$ cat config.mk
export PLATFORM = sky130hd
export DESIGN_NAME = cpu_regfile_dp
export DESIGN_NICKNAME = d
export VERILOG_FILES = /design/src/rtl/cpu_regfile_dp.sv
export SDC_FILE = /design/constraint.sdc
export NUM_CORES = 1
export LEC_CHECK = 0
export CAP_MARGIN = 20
export CORE_AREA = 10 10 99 101
export CTS_CLUSTER_DIAMETER = 60
export CTS_CLUSTER_SIZE = 12
export DETAILED_ROUTE_END_ITERATION = 10
export DIE_AREA = 0 0 109 111
export GPL_TIMING_DRIVEN = 0
export PLACE_DENSITY = 0.71
export SLEW_MARGIN = 20
export SYNTH_ARGS = -nofsm -noshare
export SYNTH_HDL_FRONTEND = slang
export SYNTH_SLANG_ARGS = --single-unit
export TNS_END_PERCENT = 100
$ cat constraint.sdc
create_clock -name clk -period 3.2 [get_ports clk]
set_input_delay 0.96 -clock clk [delete_from_list [all_inputs] [get_ports clk]]
set_output_delay 0.96 -clock clk [all_outputs]
set_load 0.01 [all_outputs]
$ cat src/rtl/cpu_regfile_dp.sv
// cpu_regfile_dp: tinycpu register file (A, B, M, P, IR) and datapath.
// Runs one register-transfer command per accepted op. Load, store and
// fetch go through a req/ack handshake with the SRAM controller, and the
// block holds every register steady while that request is outstanding.
module cpu_regfile_dp #(
    parameter int               WIDTH    = 8,
    parameter logic [WIDTH-1:0] PC_RESET = {WIDTH{1'b0}}
) (
    input  logic             clk,
    input  logic             rst_n,
    input  logic             op_valid,
    output logic             op_ready,
    input  logic [3:0]       op,
    input  logic [WIDTH-1:0] imm,
    input  logic [WIDTH-1:0] alu_res,
    output logic             mem_req,
    output logic             mem_we,
    output logic [WIDTH-1:0] mem_addr,
    output logic [WIDTH-1:0] mem_wdata,
    input  logic [WIDTH-1:0] mem_rdata,
    input  logic             mem_ack,
    output logic [WIDTH-1:0] rA,
    output logic [WIDTH-1:0] rB,
    output logic [WIDTH-1:0] rM,
    output logic [WIDTH-1:0] rP,
    output logic [WIDTH-1:0] rIR
);

    // Command codes
    localparam logic [3:0] OP_NOP   = 4'd0;
    localparam logic [3:0] OP_LDI   = 4'd1;
    localparam logic [3:0] OP_ALU   = 4'd2;
    localparam logic [3:0] OP_SWAB  = 4'd3;
    localparam logic [3:0] OP_SWBM  = 4'd4;
    localparam logic [3:0] OP_CPPA  = 4'd5;
    localparam logic [3:0] OP_CPPM  = 4'd6;
    localparam logic [3:0] OP_INCP  = 4'd7;
    localparam logic [3:0] OP_JMP   = 4'd8;
    localparam logic [3:0] OP_LD    = 4'd9;
    localparam logic [3:0] OP_ST    = 4'd10;
    localparam logic [3:0] OP_FETCH = 4'd11;

    typedef enum logic {
        ST_IDLE = 1'b0,
        ST_MEM  = 1'b1
    } state_t;

    // Which memory op is outstanding; decides what completion writes back.
    typedef enum logic [1:0] {
        MK_NONE  = 2'd0,
        MK_LD    = 2'd1,
        MK_ST    = 2'd2,
        MK_FETCH = 2'd3
    } mem_kind_t;

    // Program counter increment, wrapping silently at 2^WIDTH.
    function automatic logic [WIDTH-1:0] inc_w(input logic [WIDTH-1:0] v);
        return v + {{(WIDTH-1){1'b0}}, 1'b1};
    endfunction

    state_t           state_q,  state_d;
    mem_kind_t        kind_q,   kind_d;
    logic             sel_p_q,  sel_p_d;   // 1: address from P, 0: from M
    logic             we_q,     we_d;
    logic [WIDTH-1:0] a_q,  a_d;
    logic [WIDTH-1:0] b_q,  b_d;
    logic [WIDTH-1:0] m_q,  m_d;
    logic [WIDTH-1:0] p_q,  p_d;
    logic [WIDTH-1:0] ir_q, ir_d;

    // Next-state: single-cycle ops and memory-op launch in IDLE, write-back on ack in MEM.
    always_comb begin
        state_d = state_q;
        kind_d  = kind_q;
        sel_p_d = sel_p_q;
        we_d    = we_q;
        a_d     = a_q;
        b_d     = b_q;
        m_d     = m_q;
        p_d     = p_q;
        ir_d    = ir_q;

        case (state_q)
            ST_IDLE: begin
                if (op_valid) begin
                    case (op)
                        OP_NOP:  a_d = a_q;
                        OP_LDI:  a_d = imm;
                        OP_ALU:  a_d = alu_res;
                        OP_SWAB: begin
                            a_d = b_q;
                            b_d = a_q;
                        end
                        OP_SWBM: begin
                            b_d = m_q;
                            m_d = b_q;
                        end
                        OP_CPPA: a_d = p_q;
                        OP_CPPM: m_d = p_q;
                        OP_INCP: p_d = inc_w(p_q);
                        OP_JMP:  p_d = m_q;
                        OP_LD: begin
                            state_d = ST_MEM;
                            kind_d  = MK_LD;
                            sel_p_d = 1'b0;
                            we_d    = 1'b0;
                        end
                        OP_ST: begin
                            state_d = ST_MEM;
                            kind_d  = MK_ST;
                            sel_p_d = 1'b0;
                            we_d    = 1'b1;
                        end
                        OP_FETCH: begin
                            state_d = ST_MEM;
                            kind_d  = MK_FETCH;
                            sel_p_d = 1'b1;
                            we_d    = 1'b0;
                        end
                        // Codes 12..15 are reserved and behave as NOP.
                        default: a_d = a_q;
                    endcase
                end else begin
                    state_d = ST_IDLE;
                end
            end
            ST_MEM: begin
                if (mem_ack) begin
                    case (kind_q)
                        MK_LD: a_d = mem_rdata;
                        MK_FETCH: begin
                            ir_d = mem_rdata;
                            p_d  = inc_w(p_q);
                        end
                        MK_ST:   a_d = a_q;
                        default: a_d = a_q;
                    endcase
                    state_d = ST_IDLE;
                    kind_d  = MK_NONE;
                    sel_p_d = 1'b1;
                    we_d    = 1'b0;
                end else begin
                    state_d = ST_MEM;
                end
            end
            default: begin
                state_d = ST_IDLE;
                kind_d  = MK_NONE;
                sel_p_d = 1'b1;
                we_d    = 1'b0;
            end
        endcase
    end

    // State, handshake controls and architectural registers; reset abandons any pending request.
    always_ff @(posedge clk or negedge rst_n) begin
        if (!rst_n) begin
            state_q <= ST_IDLE;
            kind_q  <= MK_NONE;
            sel_p_q <= 1'b1;
            we_q    <= 1'b0;
            a_q     <= {WIDTH{1'b0}};
            b_q     <= {WIDTH{1'b0}};
            m_q     <= {WIDTH{1'b0}};
            p_q     <= PC_RESET;
            ir_q    <= {WIDTH{1'b0}};
        end else begin
            state_q <= state_d;
            kind_q  <= kind_d;
            sel_p_q <= sel_p_d;
            we_q    <= we_d;
            a_q     <= a_d;
            b_q     <= b_d;
            m_q     <= m_d;
            p_q     <= p_d;
            ir_q    <= ir_d;
        end
    end

    // Outputs come straight from flops (address through the registered select only).
    assign op_ready  = (state_q == ST_IDLE);
    assign mem_req   = (state_q == ST_MEM);
    assign mem_we    = we_q;
    assign mem_addr  = sel_p_q ? p_q : m_q;
    assign mem_wdata = a_q;
    assign rA        = a_q;
    assign rB        = b_q;
    assign rM        = m_q;
    assign rP        = p_q;
    assign rIR       = ir_q;

endmodule

==> impl_metrics.csv, run 1 <==
group,metric,value,unit
cells_and_area,diodes,0,
cells_and_area,area_growth,43.6,%
route,routedWlPerCell,18.8,um
logic_synthesis,syn_inst,272,
pwr,seqPwrFrac,38.3,%
pwr,p_total,2.64,mW
die,dieWidth,109,um
cts,htree_num_levels,2,
logic_synthesis,synth.distinct_cells,46,
setup_path,endpoint,"mem_addr[6]",
pwr,clkPwrFrac,16.9,%
logic_synthesis,synth.mux.area_fraction,16.2,%
setup_path,ff2ff_path_depth,5,
cts,post_cts_buffers,0,
placement,gp_congestion,0.850,
global_routing,grt_pass1_wl,14000,um
cts,cts-hold-fix-buffers,0,
pwr,vdd_drop_max,0.320,mV
global_routing,grt_use_total,14.3,%
cts,cts_root_buf,"clkbuf_8",
setup_path,cp-startpoint,"sel_p_q",
cells_and_area,final_util,48.0,%
placement,place_ws,-0.0608,ns
route,vias_per_cell,5.35,
setup_path,worstReg2RegStart,"mem_req",
logic_synthesis,yosysSeqAreaShare,42.3,%
pwr,p_sw_share,36.2,%
route,postRouteAntennaNets,0,
setup_path,required,2.24,ns
global_routing,first_global_vias,2555,
setup_path,r2r-end,"rP[3]",
route,routed_wl,8950,um
cts,clk_latency,0.31,ns
setup_path,cp-end-kind,"output port",
pwr,p_leak,1.54,nW
die,row_count,33,
logic_synthesis,ys_warn_count,0,
sta,slew_viol_final,0,
status,status,"complete, no violations",
cts,ctsLongestPathBuffers,2,
logic_synthesis,synth_ff_type,"dfrtp_1",
min_path,hold_path.class,"register to register",
logic_synthesis,synthXorXnorAreaFrac,0,%
setup_path,cp_max_fo,9,
die,core_region_area,7970,um2
pwr,p_comb_share,44.8,%
logic_synthesis,synth_top_family_by_area,"simple AND/OR/NAND/NOR gates",
placement,port_buffers,90,
min_path,min_from,"rIR[1]",
setup_path,path_cells,"clkbuf_1 > mux2_2 > clkdlybuf4s50_1",
placement,placed_cell_area,3710,um2
sta,fmaxAchievable,328,MHz
route,drt-initial-drc-count,148,
cells_and_area,stdcell_area,3830,um2
sta,setup_viol,0,
sta,hold_viol,0,
cells_and_area,fin_nets,403,
cts,cts_tree,"done",
cts,cts.repair.resized,0,
pwr,internal-power,1.68,mW
logic_synthesis,async_flop_share,100,%
sta,tightest_slew,0.943,ns
pwr,p_sw,0.955,mW
logic_synthesis,synth_area,2670,um2
logic_synthesis,synth_compound_area_share,16.9,%
setup_path,critPathMaxStageDelay,0.52,ns
route,drc,0,
logic_synthesis,synth_fa_ha_area_share,0.469,%
setup_path,r2r_setup_slack,1.08,ns
setup_path,worstSetupPathType,"register to output port",
cts,path_clk_slew,0.08,ns
sta,period_minus_slack,3.05,ns
logic_synthesis,synth_nets,305,
sta,maxSlewHeadroom,36.3,%
pwr,power_density,690,nW/um2
logic_synthesis,avgSynthCellArea,9.80,um2
global_routing,overflow,0,
sta,min_period_over_period,95.3,%
die,dieArea,12100,um2
die,initial_utilization,33.4,%
route,via_count,2548,
setup_path,arrival,2.09,ns
sta,worst_slack,0.150,ns
die,die_h,111,um
cells_and_area,nFillCells,762,
sta,clock_skew,0.0120,ns
global_routing,antenna_found_initial,0,
route,first_pass_iters,4,
setup_path,worstSetupStartpointType,"register",
cts,cts_buffers,5,
logic_synthesis,yosys.area_share.simple,18.1,%
flow_run,drv_cap,0,
placement,hpwl,7000,um
logic_synthesis,synth_seq_cells,45,
cts,clkSinkCount,45,
global_routing,grt_max_degree,25,
logic_synthesis,synth_edf_count,0,
sta,rsz0062_at_grt,"false",
setup_path,cp_slowest_cell,"dfstp_2",
die,ios,91,
cells_and_area,drive_gt1_share,13.7,%
[metrics by stage]
stage	TNS, ns	hold slack (ns)	cells
2_1_floorplan	0	0.483	272
5_1_grt	0	0.537	476
6_report	0	0.519	476
3_3_place_gp	-6.18	0.488	467
4_1_cts	0	0.517	476
3_5_place_dp	-0.313	0.493	468
[cells by family (layout without fill, tap and decap cells)]
| logic type | Yosys count | after routing |
|---|---|---|
| flops | 45 | 45 |
| simple gates | 88 | 88 |
| mux | 41 | 41 |
| buf+inv | 31 | 130 |
| fa+ha+maj | 1 | 1 |
| compound gates | 66 | 66 |
[layout by cell type (no fill, tap or decap), types with 7 or more instances in the layout]
cell,Yosys,routed
a21oi_1,13,13
buf_2,10,11
buf_4,9,9
clkbuf_1,8,7
clkdlybuf4s50_1,0,89
dfrtp_1,44,44
mux2_2,16,16
mux2i_1,25,25
nand2_1,23,23
nand3_1,8,8
nor2_1,18,18
o21ai_0,9,9
o31ai_1,8,8
[synthesized netlist by cell type (all sizes together) (2+ instances only)]
library cell | count | area [um2]
nand4b | 4 | 35.0
nor4b | 3 | 26.3
nor2b | 2 | 12.5
clkbuf | 8 | 30.0
nand4bb | 3 | 33.8
a31oi | 5 | 31.3
dfrtp | 44 | 1100
nand2 | 23 | 86.3
nor2 | 19 | 73.8
inv | 4 | 15.0
o21a | 3 | 22.5
a2111oi | 3 | 26.3
mux2 | 16 | 180
o21ai | 12 | 60.1
a32oi | 2 | 17.5
mux2i | 25 | 250
a211oi | 5 | 37.5
and3 | 4 | 25.0
nor3b | 3 | 22.5
a21oi | 14 | 73.8
nor3 | 5 | 25.0
nand4 | 3 | 18.8
o2bb2ai | 5 | 43.8
buf | 19 | 118
o31ai | 8 | 60.1
nand2b | 4 | 25.0
nand3 | 8 | 40.0
o22a | 4 | 35.0
[registers in the layout, summed over array words and instances (netlist names)]
name / flops
sel_p_q: 1
rB: 8
mem_req: 1
mem_wdata: 8
rM: 8
rIR: 8
rP: 8
kind_q: 2
mem_we: 1
[per-layer routing]
| layer | track usage (%) | share of wire, % | vias up |
|---|---|---|---|
| met1 | 17.6 | 41 | 1231 |
| met3 | 5.47 | 10 | 8 |
| met4 | 2.81 | 0.83 | 0 |
| met2 | 23.1 | 47 | 106 |
| met5 | 0 | 0 | - |
| li1 | - | - | 1203 |
[worst min path at each step]
stage / endpoint / slack (ns) / cells after the start
after global placement: rIR[2] / 0.49 / 1
final: rIR[1] / 0.52 / 1
after global routing: rIR[1] / 0.54 / 1
after floorplan: kind_q[0] / 0.48 / 2
after CTS: rIR[1] / 0.52 / 1
after detailed placement: rIR[2] / 0.49 / 1
[final cells by class]
type,instances,area (um2),area share (%)
repair buffers,91,916,23.9
clock buffers,5,68.8,1.80
multi-input cells,196,1380,35.9
clock inverters,3,43.8,1.14
plain buffers,27,149,3.89
flip-flops and latches,45,1130,29.5
inverters,4,15.0,0.392
well taps,105,131,3.43
[power groups by stage]
stage	clock, mW	sequential, mW	combinational (mW)
after CTS	0.451	1.01	1.20
after global routing	0.473	1.04	1.28
final	0.445	1.01	1.18
after global placement	0	1.01	1.18
after detailed placement	0	1.02	1.20
after floorplan	0	1.00	0.463
[worst max-delay path: cells and delay by family (launching register included)]
kind	cells	cell delay, ns
buf+inv	2	0.87
flops	1	0.52
mux	1	0.40
No activity file was read; power rests on OpenSTA's default activity.
==> run 2: changes to the inputs <==
DONT_BUFFER_PORTS = 1   (was default)
PLACE_DENSITY = default   (was 0.71)
PLACE_DENSITY_LB_ADDON = 0.3   (was default)
==> run 2 against run 1 <==
Effect of this change: sequential share of layout area grew 9.6 points; cell count shrank 19%; highest routed layer unchanged; largest cell class unchanged; sequential cell count is the same; clock skew shrank 0.0065 ns; combinational power shrank 54%; sequential power grew 12%; register-to-register slack lost 0.10 ns; cell area shrank 25%; power shrank 23%; utilization shrank 12 points.
==> impl_metrics.csv, run 2 (synthesis results as in run 1) <==
group,metric,value,unit
pwr,clkPwrFrac,17.6,%
setup_path,path_buf_inv,1,
die,dieWidth,109,um
die,dieArea,12100,um2
cells_and_area,final_util,36.2,%
pwr,vdd_drop_max,0.232,mV
route,vias_per_cell,5.59,
setup_path,worstSetupPathType,"register to output port",
sta,maxSlewHeadroom,38.5,%
global_routing,grt_max_degree,46,
cells_and_area,area_growth,8.22,%
sta,tightest_slew,0.911,ns
setup_path,required,2.24,ns
cts,clkSinkCount,45,
sta,clock_skew,0.00549,ns
cells_and_area,drive_gt1_share,16.8,%
pwr,p_leak,1.17,nW
sta,rsz0062_at_grt,"false",
global_routing,grt_use_total,13.9,%
pwr,seqPwrFrac,55.5,%
min_path,hold_path.class,"input port to asynchronous set/reset pin",
global_routing,first_global_vias,2189,
cts,cts_tree,"done",
placement,placed_cell_area,2800,um2
setup_path,critPathMaxStageDelay,0.52,ns
cts,post_cts_buffers,0,
setup_path,cp-end-kind,"output port",
setup_path,critPathTopFamily,"flip-flops",
die,die_h,111,um
cts,cts-hold-fix-buffers,0,
pwr,p_sw_share,42.7,%
cells_and_area,diodes,0,
route,routed_wl,8510,um
pwr,internal-power,1.16,mW
route,drc,0,
sta,min_period_over_period,84.5,%
global_routing,overflow,0,
placement,hpwl,6610,um
cts,cts_root_buf,"clkbuf_8",
global_routing,grt_pass1_wl,13200,um
route,drt-initial-drc-count,202,
setup_path,cp_max_fo,9,
die,initial_utilization,33.4,%
cts,cts_buffers,5,
pwr,p_comb_share,26.9,%
placement,port_buffers,0,
pwr,p_total,2.03,mW
cts,htree_num_levels,2,
pwr,power_density,704,nW/um2
placement,gp_congestion,0.833,
cts,cts.repair.resized,0,
cells_and_area,fin_nets,312,
sta,hold_viol,0,
route,via_count,2153,
cells_and_area,mostFrequentLayoutCells,"dfrtp_1, mux2i_1, nand2_1",
setup_path,path_cells,"clkbuf_1 > mux2_2",
sta,tns,0,ns
global_routing,antenna_found_initial,0,
sta,setup_viol,0,
status,status,"complete, no violations",
sta,fmaxAchievable,370,MHz
flow_run,drv_cap,0,
cts,ctsLongestPathBuffers,2,
route,first_pass_iters,4,
setup_path,arrival,1.74,ns
cells_and_area,layout_commonest_cell,"dfrtp_1",
sta,period_minus_slack,2.70,ns
cells_and_area,stdcell_area,2880,um2
die,core_region_area,7970,um2
die,row_count,33,
die,ios,91,
cts,path_clk_slew,0.09,ns
route,postRouteAntennaNets,0,
pwr,p_sw,0.868,mW
cts,clk_latency,0.30,ns
setup_path,worstSetupStartpointType,"register",
route,routedWlPerCell,22.1,um
setup_path,cp_slowest_cell,"dfstp_2",
sta,slew_viol_final,0,
## run 2: power groups by stage
stage | Clock, mW | Sequential, mW | Combinational (mW)
floorplan | 0 | 1.00 | 0.463
global placement | 0 | 1.15 | 0.538
detailed placement | 0 | 1.15 | 0.552
CTS | 0.372 | 1.14 | 0.554
global route | 0.389 | 1.17 | 0.615
finish | 0.357 | 1.13 | 0.547
## run 2: metrics by stage
step           cells  hold slack (ns)  setup slack, ns
2_1_floorplan    272            0.483            0.846
3_3_place_gp     377            0.518            0.471
3_5_place_dp     377            0.514            0.433
4_1_cts          385            0.333            0.449
5_1_grt          385            0.324            0.393
6_report         385            0.348            0.497
## run 2: final timing paths
check	cells after the start	end	start	slack, ns
worst min-delay path	0	mem_we	rst_n	0.35
worst max register to register	5	rP[2]	mem_req	0.98
min in group clk	2	kind_q[0]	kind_q[0]	0.54
worst min register to register	2	kind_q[0]	kind_q[0]	0.54
max in group asynchronous	0	sel_p_q	rst_n	2.68
worst max-delay path	2	mem_addr[6]	sel_p_q	0.50
## run 2: metal layers
metal | vias up | track usage (%) | wire (um)
li1 | 1020 | - | -
met1 | 1065 | 16.9 | 3550
met2 | 66 | 22.2 | 4140
met3 | 2 | 5.81 | 781
met4 | 0 | 3.17 | 42
met5 | - | 0 | 0
## run 2: worst register-to-register path: cells and delay by family (launching register included)
kind | cells | cell delay [ns]
flops | 1 | 0.44
compound gates | 3 | 0.96
buf+inv | 1 | 0.28
simple gates | 1 | 0.49
## run 2: layout make-up
cell class | instances | area (um2)
Fill cell | 810 | 5080
Clock inverter | 2 | 15.0
Inverter | 4 | 15.0
Clock buffer | 6 | 72.6
Buffer | 27 | 148
Multi-Input combinational cell | 196 | 1380
Sequential cell | 45 | 1130
Tap cell | 105 | 131
==> run 3: changes to the inputs <==
clock period = 2.2 ns   (was 3.2 ns; I/O delays follow)
==> run 3 against run 2 <==
Effect of this change: first-iteration DRC count shrank 22%; via count grew 0.42%; clock power grew 45%; sequential share of layout area shrank 0.35 points.
==> impl_metrics.csv, run 3 (synthesis results as in run 1) <==
group,metric,value,unit
cts,clkSinkCount,45,
sta,fmaxAchievable,469,MHz
pwr,power_density,1020,nW/um2
die,row_count,33,
route,drc,0,
die,core_region_area,7970,um2
pwr,seqPwrFrac,56.2,%
pwr,p_leak,1.18,nW
setup_path,cp_max_fo,10,
route,via_count,2162,
route,routed_wl,8560,um
sta,min_period_over_period,96.9,%
die,dieArea,12100,um2
setup_path,cp_slowest_cell,"dfrtp_1",
cells_and_area,fin_nets,312,
cells_and_area,diodes,0,
sta,tns,0,ns
sta,tightest_slew,0.904,ns
sta,maxSlewHeadroom,38.9,%
setup_path,critPathMaxStageDelay,0.45,ns
global_routing,grt_use_total,13.9,%
global_routing,grt_max_degree,46,
cts,cts_buffers,5,
cts,cts-hold-fix-buffers,0,
pwr,p_sw,1.26,mW
cts,ctsLongestPathBuffers,2,
flow_run,drv_cap,0,
placement,port_buffers,0,
sta,setup_viol,0,
route,postRouteAntennaNets,0,
route,vias_per_cell,5.62,
setup_path,worstSetupPathType,"register to output port",
die,initial_utilization,33.4,%
cts,cts_root_buf,"clkbuf_8",
global_routing,grt_pass1_wl,13200,um
pwr,p_comb_share,26.3,%
global_routing,use_met1,16.8,%
cells_and_area,nFillCells,807,
sta,rsz0062_at_grt,"false",
placement,placed_cell_area,2800,um2
setup_path,cp-end-kind,"output port",
setup_path,arrival,1.47,ns
route,routedWlPerCell,22.2,um
pwr,vdd_drop_max,0.339,mV
route,first_pass_iters,4,
cells_and_area,layout_commonest_cell,"dfrtp_1",
die,dieWidth,109,um
setup_path,required,1.54,ns
global_routing,grtUsageMet3,5.81,%
setup_path,worstSetupStartpointType,"register",
global_routing,overflow,0,
die,ios,91,
min_path,hold_path.class,"input port to asynchronous set/reset pin",
pwr,clkPwrFrac,17.5,%
cts,clk_latency,0.30,ns
global_routing,grt_busiest_layer,"met2",
setup_path,path_cells,"buf_2 > inv_1 > clkbuf_2",
global_routing,antenna_found_initial,0,
sta,slew_viol_final,0,
cells_and_area,area_growth,9.20,%
cts,path_clk_slew,0.09,ns
cells_and_area,stdcell_count,385,
pwr,p_sw_share,42.7,%
cts,cts_tree,"done",
sta,period_minus_slack,2.13,ns
cells_and_area,stdcell_area,2910,um2
placement,hpwl,6610,um
global_routing,first_global_vias,2183,
status,status,"complete, no violations",
sta,hold_viol,0,
cells_and_area,drive_gt1_share,18.9,%
cts,htree_num_levels,2,
global_routing,met2_usage,22.2,%
cells_and_area,mostFrequentLayoutCells,"dfrtp_1, mux2i_1, nand2_1",
route,drt-initial-drc-count,157,
pwr,internal-power,1.69,mW
placement,gp_congestion,0.833,
die,die_h,111,um
placement,dp.cells,377,
sta,clock_skew,0.00648,ns
-- run 3: area by class of cell --
type	instances	area (um2)	area share [%]
clock inverters	2	15.0	0.516
clock buffers	6	72.6	2.49
multi-input cells	196	1400	47.9
plain buffers	26	146	5.03
repair buffers	1	7.51	0.258
well taps	105	131	4.51
inverters	4	15.0	0.516
flip-flops and latches	45	1130	38.7
-- run 3: worst max-delay path: cells and delay by family, from the launching register on --
kind | cells | cell delay (ns)
buf+inv | 3 | 0.73
flops | 1 | 0.45
-- run 3: path summary, 6_finish.rpt --
kind / start / endpoint / slack, ns / depth (start not counted)
max: mem_req / op_ready / 0.07 / 3
max reg2reg: mem_req / rM[6] / 0.37 / 5
min: rst_n / mem_we / 0.05 / 0
max in group asynchronous: rst_n / sel_p_q / 1.98 / 0
min in group clk: mem_ack / mem_req / 0.46 / 1
min reg2reg: kind_q[0] / kind_q[0] / 0.54 / 2
-- run 3: per-stage QoR --
stage	power (mW)	utilization [%]	worst slack, ns	hold slack (ns)
finish	2.96	36.5	0.0686	0.0507
floorplan	2.13	-	0.146	0.364
detailed placement	2.48	35.1	-0.267	0.368
global route	3.16	36.5	0.00439	0.0240
global placement	2.45	35.1	-0.229	0.368
CTS	3.00	36.3	0.0431	0.0333
-- run 3: layer usage --
metal  vias up  routed length, um
met1      1069               3560
met2        71               4170
li1       1020                  -
met4         0                 42
met3         2                779
met5         -                  0
-- run 3: power by group through the flow --
stage	Clock, mW	Combinational, mW	Sequential (mW)
after floorplan	0	0.674	1.46
after global placement	0	0.783	1.67
after detailed placement	0	0.802	1.67
after CTS	0.540	0.781	1.68
after global routing	0.565	0.872	1.72
final	0.519	0.777	1.66
-- run 3: repair_timing --
| item | CTS | global route |
|---|---|---|
| endpoints found under the setup margin | 16 | 24 |
| resized for setup | 2 | 4 |
| pin swaps | 1 | 0 |
| cloned | 0 | 0 |
| buffers inserted | 1 | 0 |
